**src/rtl/kbd_pkg.sv**
```systemverilog
// Shared scancode constants, decode-state encoding and parity helper for the
// PS/2 keyboard front end.
package kbd_pkg;

   localparam logic [7:0] SC_BREAK  = 8'hF0;
   localparam logic [7:0] SC_EXT    = 8'hE0;
   localparam logic [7:0] SC_LSHIFT = 8'h12;
   localparam logic [7:0] SC_RSHIFT = 8'h59;
   localparam logic [7:0] SC_CAPS   = 8'h58;
   localparam logic [7:0] SC_ENTER  = 8'h5A;

   localparam logic [7:0] ASCII_NONE = 8'h00;
   localparam logic [7:0] ASCII_LF   = 8'h0A;

   typedef enum logic [1:0] {
      ST_IDLE,
      ST_BRK,
      ST_EXT,
      ST_EXT_BRK
   } dec_state_t;

   // PS/2 uses odd parity: data bits plus parity bit must hold an odd number of ones.
   function automatic logic odd_parity_ok(input logic [7:0] data, input logic parity);
      return ^{data, parity};
   endfunction

endpackage

```
**src/rtl/kbd_fifo_if.sv**
```systemverilog
// CPU-side read port of the keyboard FIFO: pop/clear strobes in, head and status out.
interface kbd_fifo_if #(
   parameter int DEPTH = 8
);
   localparam int CW = $clog2(DEPTH) + 1;

   logic          rd_en;
   logic          clr_err;
   logic [7:0]    ascii_key;
   logic          empty;
   logic [CW-1:0] count;
   logic          overflow;
   logic          frame_err;

   modport master (
      output rd_en, clr_err,
      input  ascii_key, empty, count, overflow, frame_err
   );

   modport slave (
      input  rd_en, clr_err,
      output ascii_key, empty, count, overflow, frame_err
   );

endinterface

```
**src/rtl/scancode_to_ascii.sv**
```systemverilog
// Combinational set-2 scancode to ASCII table (US layout); unmapped codes give 8'h00.
module scancode_to_ascii
   import kbd_pkg::*;
(
   input  logic [7:0] scancode,
   input  logic       shift,
   input  logic       caps,
   output logic [7:0] ascii
);

   logic [7:0] base;
   logic [7:0] alt;
   logic       letter;

   // NOTE: every output of a combinational block gets a default first so no latch is inferred.
   always_comb begin
      base   = ASCII_NONE;
      alt    = ASCII_NONE;
      letter = 1'b0;
      case (scancode)
         8'h1C: {letter, base} = {1'b1, "a"};
         8'h32: {letter, base} = {1'b1, "b"};
         8'h21: {letter, base} = {1'b1, "c"};
         8'h23: {letter, base} = {1'b1, "d"};
         8'h24: {letter, base} = {1'b1, "e"};
         8'h2B: {letter, base} = {1'b1, "f"};
         8'h34: {letter, base} = {1'b1, "g"};
         8'h33: {letter, base} = {1'b1, "h"};
         8'h43: {letter, base} = {1'b1, "i"};
         8'h3B: {letter, base} = {1'b1, "j"};
         8'h42: {letter, base} = {1'b1, "k"};
         8'h4B: {letter, base} = {1'b1, "l"};
         8'h3A: {letter, base} = {1'b1, "m"};
         8'h31: {letter, base} = {1'b1, "n"};
         8'h44: {letter, base} = {1'b1, "o"};
         8'h4D: {letter, base} = {1'b1, "p"};
         8'h15: {letter, base} = {1'b1, "q"};
         8'h2D: {letter, base} = {1'b1, "r"};
         8'h1B: {letter, base} = {1'b1, "s"};
         8'h2C: {letter, base} = {1'b1, "t"};
         8'h3C: {letter, base} = {1'b1, "u"};
         8'h2A: {letter, base} = {1'b1, "v"};
         8'h1D: {letter, base} = {1'b1, "w"};
         8'h22: {letter, base} = {1'b1, "x"};
         8'h35: {letter, base} = {1'b1, "y"};
         8'h1A: {letter, base} = {1'b1, "z"};
         // Digits and punctuation: {unshifted, shifted} glyph pairs.
         8'h16: {base, alt} = "1!";
         8'h1E: {base, alt} = "2@";
         8'h26: {base, alt} = "3#";
         8'h25: {base, alt} = "4$";
         8'h2E: {base, alt} = "5%";
         8'h36: {base, alt} = "6^";
         8'h3D: {base, alt} = "7&";
         8'h3E: {base, alt} = "8*";
         8'h46: {base, alt} = "9(";
         8'h45: {base, alt} = "0)";
         8'h0E: {base, alt} = "`~";
         8'h4E: {base, alt} = "-_";
         8'h55: {base, alt} = "=+";
         8'h54: {base, alt} = "[{";
         8'h5B: {base, alt} = "]}";
         8'h5D: {base, alt} = {8'h5C, 8'h7C};
         8'h4C: {base, alt} = ";:";
         8'h52: {base, alt} = {8'h27, 8'h22};
         8'h41: {base, alt} = ",<";
         8'h49: {base, alt} = ".>";
         8'h4A: {base, alt} = "/?";
         SC_ENTER: {base, alt} = {ASCII_LF, ASCII_LF};
         8'h66:    {base, alt} = {8'h08, 8'h08};
         8'h29:    {base, alt} = {8'h20, 8'h20};
         8'h76:    {base, alt} = {8'h1B, 8'h1B};
         default: ;
      endcase

      if (letter) begin
         ascii = (shift ^ caps) ? (base - 8'h20) : base;
      end else begin
         ascii = shift ? alt : base;
      end
   end

endmodule

```
**src/rtl/kbd_fifo.sv**
```systemverilog
// PS/2 keyboard receiver, make/break decoder and ASCII character FIFO behind the
// memory-mapped KBD_ASCII read port.
module kbd_fifo
   import kbd_pkg::*;
#(
   parameter int DEPTH   = 8,
   parameter int TIMEOUT = 5000
) (
   input  logic       clock,
   input  logic       reset,
   input  logic       ps2_clk,
   input  logic       ps2_data,
   kbd_fifo_if.slave  bus
);

   localparam int AW = $clog2(DEPTH);
   localparam int CW = AW + 1;
   localparam int TW = $clog2(TIMEOUT + 1);

   // ---------------- synchroniser ----------------
   logic [2:0] clk_sync;
   logic [2:0] data_sync;
   logic       fall;

   // NOTE: clocked state always uses non-blocking assignments so every flop samples pre-edge values.
   always_ff @(posedge clock) begin
      if (!reset) begin
         clk_sync  <= '0;
         data_sync <= '0;
      end else begin
         clk_sync  <= {clk_sync[1:0], ps2_clk};
         data_sync <= {data_sync[1:0], ps2_data};
      end
   end

   assign fall = (clk_sync[2:1] == 2'b10);

   // ---------------- frame receiver ----------------
   logic [3:0]    bit_cnt;
   logic [9:0]    shreg;
   logic [TW-1:0] idle_cnt;
   logic [10:0]   frame;
   logic          frame_done;
   logic          frame_ok;
   logic          frame_bad;
   logic          byte_valid;
   logic [7:0]    rx_byte;

   // frame[0]=start, frame[8:1]=data LSB first, frame[9]=parity, frame[10]=stop
   assign frame      = {data_sync[2], shreg};
   assign frame_done = fall && (bit_cnt == 4'd10);
   assign frame_ok   = !frame[0] && frame[10] && odd_parity_ok(frame[8:1], frame[9]);
   assign frame_bad  = frame_done && !frame_ok;

   always_ff @(posedge clock) begin
      if (!reset) begin
         bit_cnt    <= '0;
         shreg      <= '0;
         idle_cnt   <= '0;
         byte_valid <= 1'b0;
         rx_byte    <= '0;
      end else begin
         byte_valid <= frame_done && frame_ok;
         if (fall) begin
            idle_cnt <= '0;
            shreg    <= {data_sync[2], shreg[9:1]};
            bit_cnt  <= frame_done ? 4'd0 : bit_cnt + 4'd1;
            if (frame_done) rx_byte <= frame[8:1];
         end else begin
            // A stalled partial frame is abandoned silently so the next start bit realigns.
            if (idle_cnt != TW'(TIMEOUT)) idle_cnt <= idle_cnt + TW'(1);
            else                          bit_cnt  <= '0;
         end
      end
   end

   // ---------------- decode FSM ----------------
   dec_state_t state, state_next;
   logic       shift_l, shift_r, caps;
   logic       shift_l_next, shift_r_next, caps_next;
   logic       push_next;
   logic [7:0] push_char_next;
   logic       push_req;
   logic [7:0] push_char;
   logic [7:0] lookup;

   scancode_to_ascii u_xlat (
      .scancode (rx_byte),
      .shift    (shift_l | shift_r),
      .caps     (caps),
      .ascii    (lookup)
   );

   always_ff @(posedge clock) begin
      if (!reset) state <= ST_IDLE;
      else        state <= state_next;
   end

   always_comb begin
      state_next = state;
      if (byte_valid) begin
         case (state)
            ST_IDLE: begin
               if      (rx_byte == SC_BREAK) state_next = ST_BRK;
               else if (rx_byte == SC_EXT)   state_next = ST_EXT;
            end
            ST_EXT:  state_next = (rx_byte == SC_BREAK) ? ST_EXT_BRK : ST_IDLE;
            default: state_next = ST_IDLE;
         endcase
      end
   end

   always_comb begin
      shift_l_next   = shift_l;
      shift_r_next   = shift_r;
      caps_next      = caps;
      push_next      = 1'b0;
      push_char_next = ASCII_NONE;
      if (byte_valid) begin
         case (state)
            ST_IDLE: begin
               case (rx_byte)
                  SC_LSHIFT: shift_l_next = 1'b1;
                  SC_RSHIFT: shift_r_next = 1'b1;
                  SC_CAPS:   caps_next    = !caps;
                  SC_BREAK, SC_EXT: ;
                  default: begin
                     push_next      = (lookup != ASCII_NONE);
                     push_char_next = lookup;
                  end
               endcase
            end
            ST_BRK: begin
               if (rx_byte == SC_LSHIFT) shift_l_next = 1'b0;
               if (rx_byte == SC_RSHIFT) shift_r_next = 1'b0;
            end
            ST_EXT: begin
               if (rx_byte == SC_ENTER) begin
                  push_next      = 1'b1;
                  push_char_next = ASCII_LF;
               end
            end
            default: ;
         endcase
      end
   end

   always_ff @(posedge clock) begin
      if (!reset) begin
         shift_l   <= 1'b0;
         shift_r   <= 1'b0;
         caps      <= 1'b0;
         push_req  <= 1'b0;
         push_char <= ASCII_NONE;
      end else begin
         shift_l   <= shift_l_next;
         shift_r   <= shift_r_next;
         caps      <= caps_next;
         push_req  <= push_next;
         push_char <= push_char_next;
      end
   end

   // ---------------- character FIFO ----------------
   logic [7:0]    mem [DEPTH];
   logic [AW-1:0] wr_ptr, rd_ptr;
   logic [CW-1:0] cnt;
   logic          is_empty, full;
   logic          do_pop, do_push, push_drop;
   logic          overflow, frame_err;

   assign is_empty  = (cnt == '0);
   assign full      = (cnt == CW'(DEPTH));
   assign do_pop    = bus.rd_en && !is_empty;
   // A pop in the same cycle frees the slot, so a full FIFO still accepts the push.
   assign do_push   = push_req && (!full || do_pop);
   assign push_drop = push_req && full && !do_pop;

   // NOTE: storage is deliberately not reset; stale entries are never visible because empty masks the head.
   always_ff @(posedge clock) begin
      if (do_push) mem[wr_ptr] <= push_char;
   end

   always_ff @(posedge clock) begin
      if (!reset) begin
         wr_ptr    <= '0;
         rd_ptr    <= '0;
         cnt       <= '0;
         overflow  <= 1'b0;
         frame_err <= 1'b0;
      end else begin
         if (do_push) wr_ptr <= wr_ptr + AW'(1);
         if (do_pop)  rd_ptr <= rd_ptr + AW'(1);
         cnt <= cnt + CW'(do_push) - CW'(do_pop);
         // A new error in the same cycle as clr_err keeps the flag set.
         if      (push_drop)   overflow <= 1'b1;
         else if (bus.clr_err) overflow <= 1'b0;
         if      (frame_bad)   frame_err <= 1'b1;
         else if (bus.clr_err) frame_err <= 1'b0;
      end
   end

   assign bus.ascii_key = is_empty ? ASCII_NONE : mem[rd_ptr];
   assign bus.empty     = is_empty;
   assign bus.count     = cnt;
   assign bus.overflow  = overflow;
   assign bus.frame_err = frame_err;

endmodule

```
**src/flat_wrapper.sv**
```systemverilog
// flat-port wrapper written by rule: the top's interface ports become plain ports
module kbd_fifo_flat import kbd_pkg::*;
#(
   parameter int DEPTH   = 8,
   parameter int TIMEOUT = 5000
)
  (clock, reset, ps2_clk, ps2_data, bus_rd_en, bus_clr_err, bus_ascii_key, bus_empty, bus_count, bus_overflow, bus_frame_err);
  kbd_fifo_if #(.DEPTH(DEPTH)) bus_i ();
  input  logic clock;
  input  logic reset;
  input  logic ps2_clk;
  input  logic ps2_data;
  input wire logic [$bits(bus_i.rd_en)-1:0] bus_rd_en;
  input wire logic [$bits(bus_i.clr_err)-1:0] bus_clr_err;
  output wire logic [$bits(bus_i.ascii_key)-1:0] bus_ascii_key;
  output wire logic [$bits(bus_i.empty)-1:0] bus_empty;
  output wire logic [$bits(bus_i.count)-1:0] bus_count;
  output wire logic [$bits(bus_i.overflow)-1:0] bus_overflow;
  output wire logic [$bits(bus_i.frame_err)-1:0] bus_frame_err;
  assign bus_i.rd_en = bus_rd_en;
  assign bus_i.clr_err = bus_clr_err;
  assign bus_ascii_key = bus_i.ascii_key;
  assign bus_empty = bus_i.empty;
  assign bus_count = bus_i.count;
  assign bus_overflow = bus_i.overflow;
  assign bus_frame_err = bus_i.frame_err;
  kbd_fifo #(.DEPTH(DEPTH), .TIMEOUT(TIMEOUT)) u_core (.clock(clock), .reset(reset), .ps2_clk(ps2_clk), .ps2_data(ps2_data), .bus(bus_i));
endmodule
```
**config.mk**
```make
export PLATFORM = sky130hd
export DESIGN_NAME = kbd_fifo_flat
export DESIGN_NICKNAME = d
export VERILOG_FILES = /design/src/rtl/kbd_pkg.sv /design/src/rtl/kbd_fifo_if.sv /design/src/rtl/scancode_to_ascii.sv /design/src/rtl/kbd_fifo.sv /design/src/flat_wrapper.sv
export SDC_FILE = /design/constraint.sdc
export NUM_CORES = 1
export LEC_CHECK = 0
export BUFFER_PORTS_ARGS = -buffer_cell sky130_fd_sc_hd__buf_2
export CAP_MARGIN = 20
export CORE_MARGIN = 5
export CORE_UTILIZATION = 45
export DETAILED_ROUTE_END_ITERATION = 10
export GPL_TIMING_DRIVEN = 0
export PLACE_DENSITY = 0.68
export SLEW_MARGIN = 15
export SYNTH_ARGS = -nofsm -noshare
export SYNTH_HDL_FRONTEND = slang
export SYNTH_HIERARCHICAL = 1
export SYNTH_SLANG_ARGS = --single-unit
```
**constraint.sdc**
```tcl
create_clock -name clock -period 4.5 [get_ports clock]
set_clock_uncertainty 0.1 [all_clocks]
set_input_delay 0 -clock clock [delete_from_list [all_inputs] [get_ports clock]]
set_output_delay 0 -clock clock [all_outputs]
set_load 0.005 [all_outputs]
```
## Word-level counts from Yosys, hierarchy flattened

Memory sizes are Yosys's and may differ from the RTL's. A register that Yosys moved wholly into a read port is not among the register bits.
Cells that the tools add are included.

- Register bits after elaboration: 68
- Bits in latches: 0
- RAM bits: 64
- ROM bits: 0
- Input port bits: 6
- Output and inout bits: 15
- Memories kept: 1

- Add/subtract/negate cells: 7
- $mul: 0
- Div/mod/pow operators: 0
- Order comparisons: 0
- Equal/unequal tests: 68
- Shifts and indexed selects: 0
- Muxes and demuxes: 33
- Bitwise logic cells: 3
- Reduce and logical (&&, ||, !) cells: 32

Memory list:

| name | depth | width | rd ports | clocked after Yosys merged registers in | wr ports | line | text |
|---|---|---|---|---|---|---|---|
| u_core.mem | 8 | 8 | 1 | 1 | 1 | kbd_fifo.sv:165 | `logic [7:0] mem [DEPTH];` |

Operators by type and width:

| cell | count |
|---|---|
| $pmux W7 S51 | 1 |
| $eq A8 B6 Y1 const B | 23 |
| $eq A8 B7 Y1 const B | 22 |
| $pmux W7 S25 | 1 |
| $eq A8 B5 Y1 const B | 8 |
| $mux W8 | 5 |
| $reduce_or A26 Y1 | 1 |
| $eq A8 B8 Y1 const B | 2 |
| $mux W4 | 4 |
| $pmux W8 S2 | 1 |
| $add A13 B1 Y13 const B | 1 |
| $ne A13 B13 Y1 const B | 1 |
| $mux W1 | 12 |
| $ne A2 B1 Y1 const B | 5 |
| $logic_and A1 B1 Y1 | 9 |
| $reduce_xor A9 Y1 | 1 |
| $eq A4 B4 Y1 const B | 2 |
| $eq A8 B4 Y1 const B | 1 |
| $reduce_and A4 Y1 | 2 |
| $reduce_bool A8 Y1 | 1 |
| $sub A8 B6 Y8 const B | 1 |
| $add A3 B1 Y3 const B | 2 |
| $logic_not A1 Y1 | 6 |
| $mux W2 | 3 |
| other kinds (20) | 28 |

## Longest topological paths before layout

Gate-level depths: netlist of run 1.

- Depth in word-level cells: 8
- Mapped depth: 15

## Modules after synthesis

Netlist of run 1, hierarchy kept.

Modules (own cells, without submodules):

| module | instances | cells each | area an instance (sq um) | seq. area each (sq um) |
|---|---|---|---|---|
| kbd_fifo | 1 | 434 | 5591.6 | 3343.2 |
| scancode_to_ascii | 1 | 250 | 1604.0 | 0.0 |

## Least setup slack after synthesis of run 1

No wires, ideal clock.

- Kind: flip-flop to flip-flop
- From: register u_core.rx_byte[4]
- To: register u_core.push_req
- Library setup time: 0.070 ns
- Arrival: 2.655 ns
- Required time: 4.330 ns
- Setup slack: 1.675 ns
- Cell stages (with the launch flop): 15
- Cell sequence: dfxtp_1 -> buf_4 -> or4bb_1 -> o2bb2ai_1 -> a22oi_1 -> o22a_1 -> nand4b_2 -> a21oi_1 -> ha_1 -> and3_1 -> a21oi_1 -> nor4_1 -> nand2_1 -> nand4_1 -> a21oi_1

- Longest elaborated chain between the ends: 8
- Elaborated cells between the ends (all ways): 69
- Those cells by class: add/sub: 1; eq/ne: 56; mux: 9; reduce/logical: 3

RTL lines:

| what | line | text |
|---|---|---|
| from (decl) | kbd_fifo.sv:47 | `logic [7:0] rx_byte;` |
| from (signal assigned) | kbd_fifo.sv:68 | `if (frame_done) rx_byte <= frame[8:1];` |
| $eq A8 B7 Y1 (tied with other cells) | scancode_to_ascii.sv:20 | `case (scancode)` |
| $pmux W7 S51 | scancode_to_ascii.sv:20 |  |
| $sub A8 B6 Y8 | scancode_to_ascii.sv:77 | `ascii = (shift ^ caps) ? (base - 8'h20) : base;` |
| $mux W8 | scancode_to_ascii.sv:77 |  |
| $mux W8 (*) | scancode_to_ascii.sv:76 | `if (letter) begin` |
| named net u_core.lookup[6] | kbd_fifo.sv:85 | `logic [7:0] lookup;` |
| $reduce_bool A8 Y1 (*) | kbd_fifo.sv:128 | `push_next = (lookup != ASCII_NONE);` |
| $mux W1 (*) | kbd_fifo.sv:122 | `case (rx_byte)` |
| $pmux W1 S2 (*) | kbd_fifo.sv:120 | `case (state)` |
| to (signal assigned) | kbd_fifo.sv:159 | `push_req <= push_next;` |
| to (decl) | kbd_fifo.sv:83 | `logic push_req;` |

The timed path passes the listed nets; every way through them passes the cells marked *.
A chain may end at the register's enable or synchronous reset.

## Final worst setup path of run 1

- From: register u_core.rx_byte[1]
- To: register u_core.push_req

The elaborated chain is that of the path after synthesis.

==> out/metrics.yaml, run 1 <==
synthesis:
  ys_top_cells_by_count: "dfxtp_1 (71), edfxtp_1 (64), nand2_1 (61)"
  synth_cell_type_count: 89
  async_reset_ff_share_pct: 0
  synthCells: 684
  netlist.area_leader.share_pct: 26.7
  synth_nets: 703
  syn_area_per_cell_sq_um: 10.5
  yosys.area.top_type: "edfxtp_1"
  synth_area_leaders: "edfxtp_1 (27%), dfxtp_1 (20%), mux4_2 (5.0%)"
  ys.warnings.count: 6
  yosysMostFrequentCell: "dfxtp_1"
  synth_edf_count: 64
  yosysSeqAreaShare_pct: 46.5
  ys.flop_type: "dfxtp_1"
  netlist_area_sq_um: 7200
  ys_ff_latch: 135
grt:
  grt.overflow.total: 0
  grt_pass1_vias: 5281
  grt_max_degree: 17
  grt_first_pass_wirelength_microns: 28000
  gr-usage-all-layers_pct: 19.5
  antenna_found_initial: 0
critical_path:
  slowest_stage: "dfxtp_1"
  worstSetupPathType: "reg -> reg"
  crit_path_end_kind: "flip-flop"
  reg2reg_from: "u_core/rx_byte[1]"
  start_kind: "flip-flop"
  r2r-end: "u_core/push_req"
  worst_r2r_path_depth: 14
  critical_path.top_delay_family: "simple AND/OR/NAND/NOR gates"
  r2r_setup_slack_ns: 0.70
  critPathArrivalTime_ns: 4.04
  max_stage_delay_ns: 0.54
  cp_data_required_time_ns: 4.74
  path_buf_inv: 1
  critPathMaxFanout: 10
  crit_chain: "buf_2 -> nand2b_1 -> a2bb2oi_1 -> o31ai_1 -> nor3_1 -> nand4b_2 -> nor3_1 -> ha_1 -> and3_1 -> a21oi_1 -> nor4_1 -> nand2_1 -> nand4_1 -> a21oi_1"
floorplan:
  die_width_microns: 136
  ios: 21
  start_util_pct: 45.6
  dieArea_sq_um: 18600
  num_rows: 46
  core_region_area_sq_um: 15800
  die_h_microns: 136
timing:
  finalSetupTns_ns: 0
  tightest_slew_ns: 0.887
  timing.final.crit_period_ns: 3.80
  worst_slack_ns: 0.704
  drv_slew: 0
  rsz0062_at_grt: "false"
  hold_viol: 0
  slew_headroom_pct: 40.7
  setup_viol: 0
  hold_ws_ns: 0.243
  fmax_ghz: 0.263
  min_period_over_period_pct: 84.4
power_and_ir_drop:
  max-vdd-ir-drop_mv: 0.282
  total_power_mw: 3.22
  power.leakage_nw: 2.87
  cellPowerDensity_nw_per_um2: 392
drt:
  via_per_inst: 5.66
  wl_microns: 17100
  firstDrtPassIters: 5
  drtIter0Drc: 442
  wl_per_cell_microns: 17.9
  dr.max_layer_used: "met4"
  wl_met3_microns: 836
  num_vias: 5421
  drc: 0
  wl_met2_microns: 8270
  ant_nets: 0
  met1_length_microns: 7630
placement:
  gp_congestion: 0.970
  portBuffers: 20
  pre_cts_ws_ns: 0.802
  dp_hpwl_microns: 12300
  dpl.cell_count: 920
  post_dp_cell_area_sq_um: 7580
clocking:
  clock_latency_ns: 0.42
  clockBufferDepth: 2
  cts.sinks: 135
  cts_tree: "built"
  clk_pin_slew_ns: 0.06
  post_cts_buffers: 0
  h-tree-depth: 4
  root_buffer: "clkbuf_16"
  cts_inserted_buffers: 17
layout:
  syn2layout_area_growth_pct: 14.1
  layout.nets: 748
  diodes: 0
  final_util_pct: 52.1
  fin_area_sq_um: 8210
  drive_gt1_share_pct: 16.0
  final-instance-count-excl-fill: 958
hold_path:
  min_from: "ps2_data"
  hold_depth: 3
  hold_path.class: "in -> reg"
  hold_path_end: "u_core/data_sync[0]"
flow_run:
  cap_violations: 0
status:
  status: "finished clean"
-- what timing repair did --
item | in CTS | in global routing
hold buffers | 6 | 0
resized for setup | 0 | 0
endpoints found under the hold margin | 9 | 0
setup endpoints to repair | 0 | 0
-- worst register-to-register path, delay by kind of cell, from the launching register on --
kind	cells	cell delay [ns]
AO/OA/AOI/OAI	4	0.70
AND/OR/NAND/NOR	8	1.86
adder cells (fa/ha/maj)	1	0.27
flip-flops	1	0.54
buffers and inverters	1	0.26
-- worst max-delay path by stage --
stage,from,to,slack (ns),cells past startpoint
5_1_grt,u_core/rx_byte[1],u_core/push_req,0.40,14
4_1_cts,u_core/rx_byte[1],u_core/push_req,0.79,14
3_3_place_gp,u_core/rx_byte[1],u_core/push_req,0.86,14
6_report,u_core/rx_byte[1],u_core/push_req,0.70,14
3_5_place_dp,u_core/rx_byte[1],u_core/push_req,0.80,14
2_1_floorplan,u_core/rx_byte[4],u_core/push_req,1.68,14
-- where the power goes --
part | total (mW) | switching [mW] | internal (mW)
combinational | 0.552 | 0.259 | 0.293
clock | 1.33 | 0.499 | 0.830
sequential | 1.34 | 0.0259 | 1.31
-- placed cells by master, fill, tap and decap left out, types with 7 or more instances in the layout --
cell type  synthesis  layout
a21oi_1           28      28
nand2b_1          23      23
nor2_1            53      53
xnor2_1           13      13
a31oi_1            8       8
nand4_1            9       9
ha_1              12      12
clkbuf_1          15      18
nand3_1           19      19
and2_1            22      22
a21boi_1          16      16
mux2i_1           23      23
xor2_1            13      13
nor2b_1           27      27
buf_2             16      36
inv_1             11      11
mux4_2            16      16
nor4_1             7       7
o21ai_0           11      11
nor3_1            17      15
clkbuf_16          0      17
nand2_1           61      61
dfxtp_1           71      71
edfxtp_1          64      64
-- logic make-up (layout without fill, tap and decap cells) --
group | after synthesis | count (layout) | share of synthesized area, %
flops | 135 | 135 | 46.5
buf+inv | 54 | 112 | 3.58
mux | 42 | 42 | 8.73
simple gates | 298 | 298 | 23.9
xor+xnor | 28 | 28 | 3.86
compound gates | 113 | 113 | 11.0
fa+ha+maj | 14 | 14 | 2.50
-- state kept, by name, indices dropped and copies added, names as in the netlist, 2 cells and up, named ones only --
name,count
u_core/rd_ptr,3
u_core/idle_cnt,13
u_core/bus.count,4
u_core/shreg,10
u_core/data_sync,3
u_core/bit_cnt,4
u_core/clk_sync,3
u_core/state,2
u_core/wr_ptr,3
u_core/mem,64
u_core/push_char,8
u_core/rx_byte,8
-- area by class of cell --
class / count / area [sq um]
buffer: 41 / 209
multi-input combinational: 495 / 3600
clock buffer: 21 / 450
sequential: 135 / 3340
fill: 1448 / 7560
inverter: 13 / 48.8
clock inverter: 11 / 124
timing repair buffer: 26 / 160
tap: 216 / 270
-- per-layer routing --
metal  vias to the layer above  GRT usage (%)
li1                       2603              -
met2                       151           31.6
met5                         -              0
met1                      2635           25.1
met3                        32           4.63
met4                         0           7.67
No activity file was read; power rests on OpenSTA's default activity.
==> run 2, diff against run 1 <==
Settings changed: PLACE_DENSITY 0.68 to 0.7.
Clock period 4.5 ns to 3.35 ns, I/O delays scaled along.
==> run 2 against run 1 <==
Effect of this change: combinational power up 32%; utilization up 0.67 points; sequential power up 34%; critical endpoint unchanged; final cell count up 0.31%; largest power group unchanged.
==> out/metrics.yaml, run 2 (synthesis gave the netlist of run 1 again) <==
status:
  status: "finished clean"
critical_path:
  r2r-end: "u_core/push_req"
  max_stage_delay_ns: 0.42  # -0.12 ns
  crit_chain: "buf_2 -> buf_2 -> buf_1 -> nor3_1 -> a31oi_1 -> a21oi_1 -> nor4_1 -> nand3_1 -> nor4_1 -> nand2_1 -> nand4_1 -> a21oi_1"
  start_kind: "flip-flop"
  critPathArrivalTime_ns: 3.37  # -0.67 ns
  worst_r2r_path_depth: 12  # -2
  critPathMaxFanout: 10  # unchanged
  slowest_stage: "dfxtp_2"
  reg2reg_from: "u_core/rx_byte[3]"
  crit_path_end_kind: "flip-flop"
  worstSetupPathType: "reg -> reg"
  r2r_setup_slack_ns: 0.17  # -0.53 ns
  cp_data_required_time_ns: 3.55  # -1.19 ns
layout:
  layout.nets: 751  # +0.40%
  diodes: 0  # unchanged
  drive_gt1_share_pct: 19.3  # +3.3 points
  final-instance-count-excl-fill: 961  # +0.31%
  largest_reg_flops: 64  # unchanged
  regMostFlops: "u_core/mem"
  top_regs: "u_core/mem x64, u_core/idle_cnt x13, u_core/shreg x10"
  final_util_pct: 52.7  # +0.67 points
  syn2layout_area_growth_pct: 15.6
  final_common_cell: "dfxtp_1"
  final_cell_mix: "dfxtp_1 (65), edfxtp_1 (64), nand2_1 (61)"
flow_run:
  cap_violations: 0  # unchanged
grt:
  gr-usage-all-layers_pct: 19.0  # -0.47 points
  grt.overflow.total: 0  # unchanged
  grt_max_degree: 17  # unchanged
  grt_first_pass_wirelength_microns: 27800  # -0.57%
  grt_pass1_vias: 5456  # +3.3%
  antenna_found_initial: 0  # unchanged
clocking:
  cts.sinks: 135  # unchanged
  cts_inserted_buffers: 17  # unchanged
  clock_latency_ns: 0.42  # about the same
  clockBufferDepth: 2  # unchanged
  h-tree-depth: 4  # unchanged
  cts_tree: "built"
  clk_pin_slew_ns: 0.06  # about the same
  root_buffer: "clkbuf_16"
timing:
  slew_headroom_pct: 38.3  # -2.4 points
  hold_viol: 0  # unchanged
  tightest_slew_ns: 0.922  # +0.0356 ns
  worst_slack_ns: 0.171  # -0.533 ns
  fmax_ghz: 0.315  # +19%
  timing.final.crit_period_ns: 3.18  # -0.617 ns
  drv_slew: 0  # unchanged
  min_period_over_period_pct: 94.9  # +11 points
  setup_viol: 0  # unchanged
placement:
  portBuffers: 20  # unchanged
  dpl.cell_count: 920  # unchanged
  pre_cts_ws_ns: -0.223  # -1.02 ns
  dp_hpwl_microns: 11900  # -3.0%
  gp_congestion: 0.962  # -0.74%
floorplan:
  start_util_pct: 45.6  # unchanged
  ios: 21  # unchanged
  core_region_area_sq_um: 15800  # unchanged
  dieArea_sq_um: 18600  # unchanged
  num_rows: 46  # unchanged
  die_h_microns: 136  # unchanged
  die_width_microns: 136  # unchanged
drt:
  ant_nets: 0  # unchanged
  drtIter0Drc: 485  # +9.7%
  num_vias: 5566  # +2.7%
  wl_microns: 17000  # -0.90%
  firstDrtPassIters: 5  # unchanged
  wl_per_cell_microns: 17.7  # -1.2%
  via_per_inst: 5.79  # +2.4%
  drc: 0  # unchanged
power_and_ir_drop:
  max-vdd-ir-drop_mv: 0.379  # +34%
  power.leakage_nw: 2.83  # -1.3%
  cellPowerDensity_nw_per_um2: 514  # +31%
hold_path:
  hold_depth: 3  # unchanged
  min_from: "ps2_data"
  hold_path_end: "u_core/data_sync[0]"
  hold_path.class: "in -> reg"
-- run 2: cell types whose count changed in the layout (fill, tap and decap cells not counted), sizes merged --
cell    before  now
inv         15   22
bufinv       2    0
clkinv       5    3
-- run 2: how the worst max path moves through the flow --
stage / from / end / slack (ns) / depth (start not counted)
2_1_floorplan: u_core/rx_byte[4] / u_core/push_req / 0.53 / 14
3_3_place_gp: u_core/rx_byte[0] / u_core/push_req / -0.31 / 13
3_5_place_dp: u_core/rx_byte[0] / u_core/push_req / -0.22 / 13
4_1_cts: u_core/rx_byte[6] / u_core/push_req / 0.04 / 14
5_1_grt: u_core/rx_byte[1] / u_core/push_req / -0.004 / 14
6_report: u_core/rx_byte[3] / u_core/push_req / 0.17 / 12
-- run 2: final cells by class --
| cell class | instances | area (sq um) |
|---|---|---|
| clock buffer | 18 | 429 |
| clock inverter | 14 | 135 |
| timing repair buffer | 29 | 183 |
| multi-input combinational | 495 | 3680 |
| tap | 216 | 270 |
| inverter | 13 | 48.8 |
| buffer | 41 | 220 |
| fill | 1411 | 7450 |
| sequential | 135 | 3350 |
-- run 2: worst max-delay path, delay by kind of cell (launching register included) --
family | cells | cell delay (ns)
AOI/OAI and AO/OA | 3 | 0.32
buffers and inverters | 3 | 0.94
DFF | 1 | 0.42
and+or+nand+nor | 6 | 1.28
-- run 2: stage by stage --
step,TNS [ns],instance area (sq um),power (mW),hold WS (ns)
2_1_floorplan,0,7200,2.32,0.0273
5_1_grt,-0.00439,8320,4.48,0.232
3_5_place_dp,-0.223,7580,2.56,0.111
4_1_cts,0,8230,4.32,0.216
6_report,0,8320,4.27,0.229
3_3_place_gp,-0.306,7570,2.53,0.107
-- run 2: power by group --
part	total [mW]	leakage [nW]	internal, mW	switching, mW
clock network	1.75	0.271	0.982	0.765
logic	0.731	1.42	0.374	0.357
registers	1.79	1.13	1.76	0.0335
-- run 2: per-layer routing --
| layer | track usage (%) | share of wire [%] | vias to the layer above |
|---|---|---|---|
| met5 | 0 | 0 | - |
| met2 | 32.1 | 50 | 186 |
| met4 | 7.95 | 3.0 | 0 |
| li1 | - | - | 2603 |
| met3 | 4.00 | 4.6 | 49 |
| met1 | 23.6 | 43 | 2728 |
-- run 2: timing repair --
action                                  CTS  global route
resized for setup                         6            21
setup buffers                             0             3
pin swaps                                 0             2
hold buffers                              6             0
endpoints found under the setup margin    1             1
hold endpoints to repair                  9             0
==> run 3, diff against run 2 <==
Settings changed: BUFFER_PORTS_ARGS -buffer_cell sky130_fd_sc_hd__buf_2 to unset, DONT_BUFFER_PORTS set to 1, PLACE_DENSITY 0.7 to 0.69.
==> run 3 against run 2 <==
Effect of this change: via count shrank 3.1%; final area down 0.60%; sequential power about the same; register-to-register slack improved by 0.03 ns; utilization down 0.32 points; setup slack better by 0.034 ns; flip-flop and latch count unchanged; wire length is 3.2% higher; largest power group unchanged; first-iteration DRC count increased by 2.1%; clock-buffer cell count grew 2; critical path depth increased by 2; non-clock buffer count down 20.
==> out/metrics.yaml, run 3 (synthesis gave the netlist of run 1 again) <==
clocking:
  clk_pin_slew_ns: 0.06  # about the same
  clockBufferDepth: 2  # unchanged
  cts.sinks: 135  # unchanged
  h-tree-depth: 4  # unchanged
  clock_latency_ns: 0.40  # -0.02 ns
  root_buffer: "clkbuf_16"
  cts_inserted_buffers: 17  # unchanged
  cts_tree: "built"
critical_path:
  worstSetupPathType: "reg -> reg"
  slowest_stage: "or4bb_4"
  start_kind: "flip-flop"
  crit_path_end_kind: "flip-flop"
  critPathMaxFanout: 10  # unchanged
  critPathArrivalTime_ns: 3.34  # -0.03 ns
  crit_chain: "buf_6 -> or4bb_4 -> o2bb2ai_1 -> a22oi_1 -> o22a_1 -> nand4b_4 -> nor3_1 -> ha_1 -> and3_1 -> a21oi_1 -> nor4_1 -> nand2_1 -> nand4_1 -> a21oi_2"
  cp_data_required_time_ns: 3.54  # about the same
  max_stage_delay_ns: 0.59  # +0.17 ns
status:
  status: "finished clean"
layout:
  regMostFlops: "u_core/mem"
  syn2layout_area_growth_pct: 14.9
  layout.nets: 731  # -2.7%
  final_common_cell: "edfxtp_1"
  top_regs: "u_core/mem x64, u_core/idle_cnt x13, u_core/shreg x10"
  final_util_pct: 52.4  # -0.32 points
  final_cell_mix: "edfxtp_1 (64), dfxtp_1 (63), nand2_1 (61)"
  diodes: 0  # unchanged
  drive_gt1_share_pct: 17.5  # -1.8 points
  largest_reg_flops: 64  # unchanged
drt:
  drc: 0  # unchanged
  num_vias: 5392  # -3.1%
  via_per_inst: 5.73  # -1.1%
  wl_microns: 17500  # +3.2%
  firstDrtPassIters: 5  # unchanged
  wl_per_cell_microns: 18.6  # +5.4%
  drtIter0Drc: 495  # +2.1%
  ant_nets: 0  # unchanged
grt:
  grt_max_degree: 17  # unchanged
  grt.overflow.total: 0  # unchanged
  gr-usage-all-layers_pct: 19.6  # +0.62 points
  grt_first_pass_wirelength_microns: 28400  # +2.2%
  grt_pass1_vias: 5246  # -3.8%
  antenna_found_initial: 0  # unchanged
floorplan:
  ios: 21  # unchanged
  start_util_pct: 45.6  # unchanged
  num_rows: 46  # unchanged
  core_region_area_sq_um: 15800  # unchanged
  die_width_microns: 136  # unchanged
  die_h_microns: 136  # unchanged
  dieArea_sq_um: 18600  # unchanged
timing:
  hold_ws_ns: 0.0286  # -0.200 ns
  fmax_ghz: 0.318  # +1.1%
  slew_headroom_pct: 36.2  # -2.1 points
  timing.final.crit_period_ns: 3.14  # -0.0338 ns
  drv_slew: 0  # unchanged
  setup_viol: 0  # unchanged
  hold_viol: 0  # unchanged
  min_period_over_period_pct: 93.9  # -1.0 points
  tightest_slew_ns: 0.953  # +0.0309 ns
power_and_ir_drop:
  total_power_mw: 4.21  # -1.4%
  power.leakage_nw: 2.76  # -2.5%
  cellPowerDensity_nw_per_um2: 509  # -0.81%
  max-vdd-ir-drop_mv: 0.400  # +5.6%
placement:
  portBuffers: 0  # -100%
  dp_hpwl_microns: 12100  # +1.6%
  gp_congestion: 0.959  # -0.34%
hold_path:
  hold_path.class: "in -> reg"
flow_run:
  cap_violations: 0  # unchanged
run 3: cell count changes in the layout (fill, tap and decap cells not counted), sizes merged:
cell,before,now
inv,22,17
buf,45,22
clkbuf,37,42
clkinvlp,2,3
clkinv,3,5
run 3: timing repair:
item / in CTS / in global routing
resized for setup: 5 / 36
buffers inserted: 0 / 3
cloned: 0 / 0
pin swaps: 0 / 3
hold buffers: 6 / 0
setup endpoints to repair: 2 / 2
endpoints found under the hold margin: 42 / 0
run 3: metal layers:
metal  GRT usage [%]  up-vias  wire [microns]
met4            5.82        0             255
li1                -     2566               -
met3            4.07       18             745
met2            32.2      161            8630
met5               0        -               0
met1            26.2     2647            7880
run 3: metrics by stage:
stage | area [sq um] | TNS, ns | cells | setup WS [ns]
3_5_place_dp | 7480 | -0.331 | 900 | -0.331
6_report | 8270 | 0 | 941 | 0.205
2_1_floorplan | 7200 | 0 | 684 | 0.525
5_1_grt | 8270 | -0.0158 | 941 | -0.0158
3_3_place_gp | 7470 | -0.338 | 900 | -0.329
4_1_cts | 8140 | 0 | 938 | 0.00301
run 3: final cells by class:
type / instances / area [sq um]
sequential: 135 / 3360
clock buffer: 20 / 479
timing repair buffer: 9 / 82.6
fill: 1411 / 7500
inverter: 13 / 48.8
multi-input combinational: 495 / 3680
clock inverter: 12 / 109
buffer: 41 / 235
tap: 216 / 270
run 3: critical path: cells and delay by family, from the launching register on:
| kind | cells | cell delay [ns] |
|---|---|---|
| compound gates | 5 | 0.67 |
| simple gates | 7 | 1.42 |
| buf+inv | 1 | 0.17 |
| fa+ha+maj | 1 | 0.27 |
| flops | 1 | 0.40 |
run 3: worst paths after layout:
kind	from	end	slack [ns]	cells past startpoint
max	u_core/rx_byte[4]	u_core/push_req	0.21	14
min	bus_rd_en	u_core/wr_ptr[1]	0.03	4
max reg2reg	u_core/rx_byte[4]	u_core/push_req	0.21	14
min reg2reg	u_core/data_sync[0]	u_core/data_sync[1]	0.34	1
run 3: power breakdown:
group	total (mW)	internal [mW]	switching, mW	leakage [nW]
logic	0.615	0.297	0.317	1.34
registers	1.80	1.76	0.0407	1.13
clock network	1.80	1.06	0.739	0.279
total	4.21	3.11	1.10	2.76
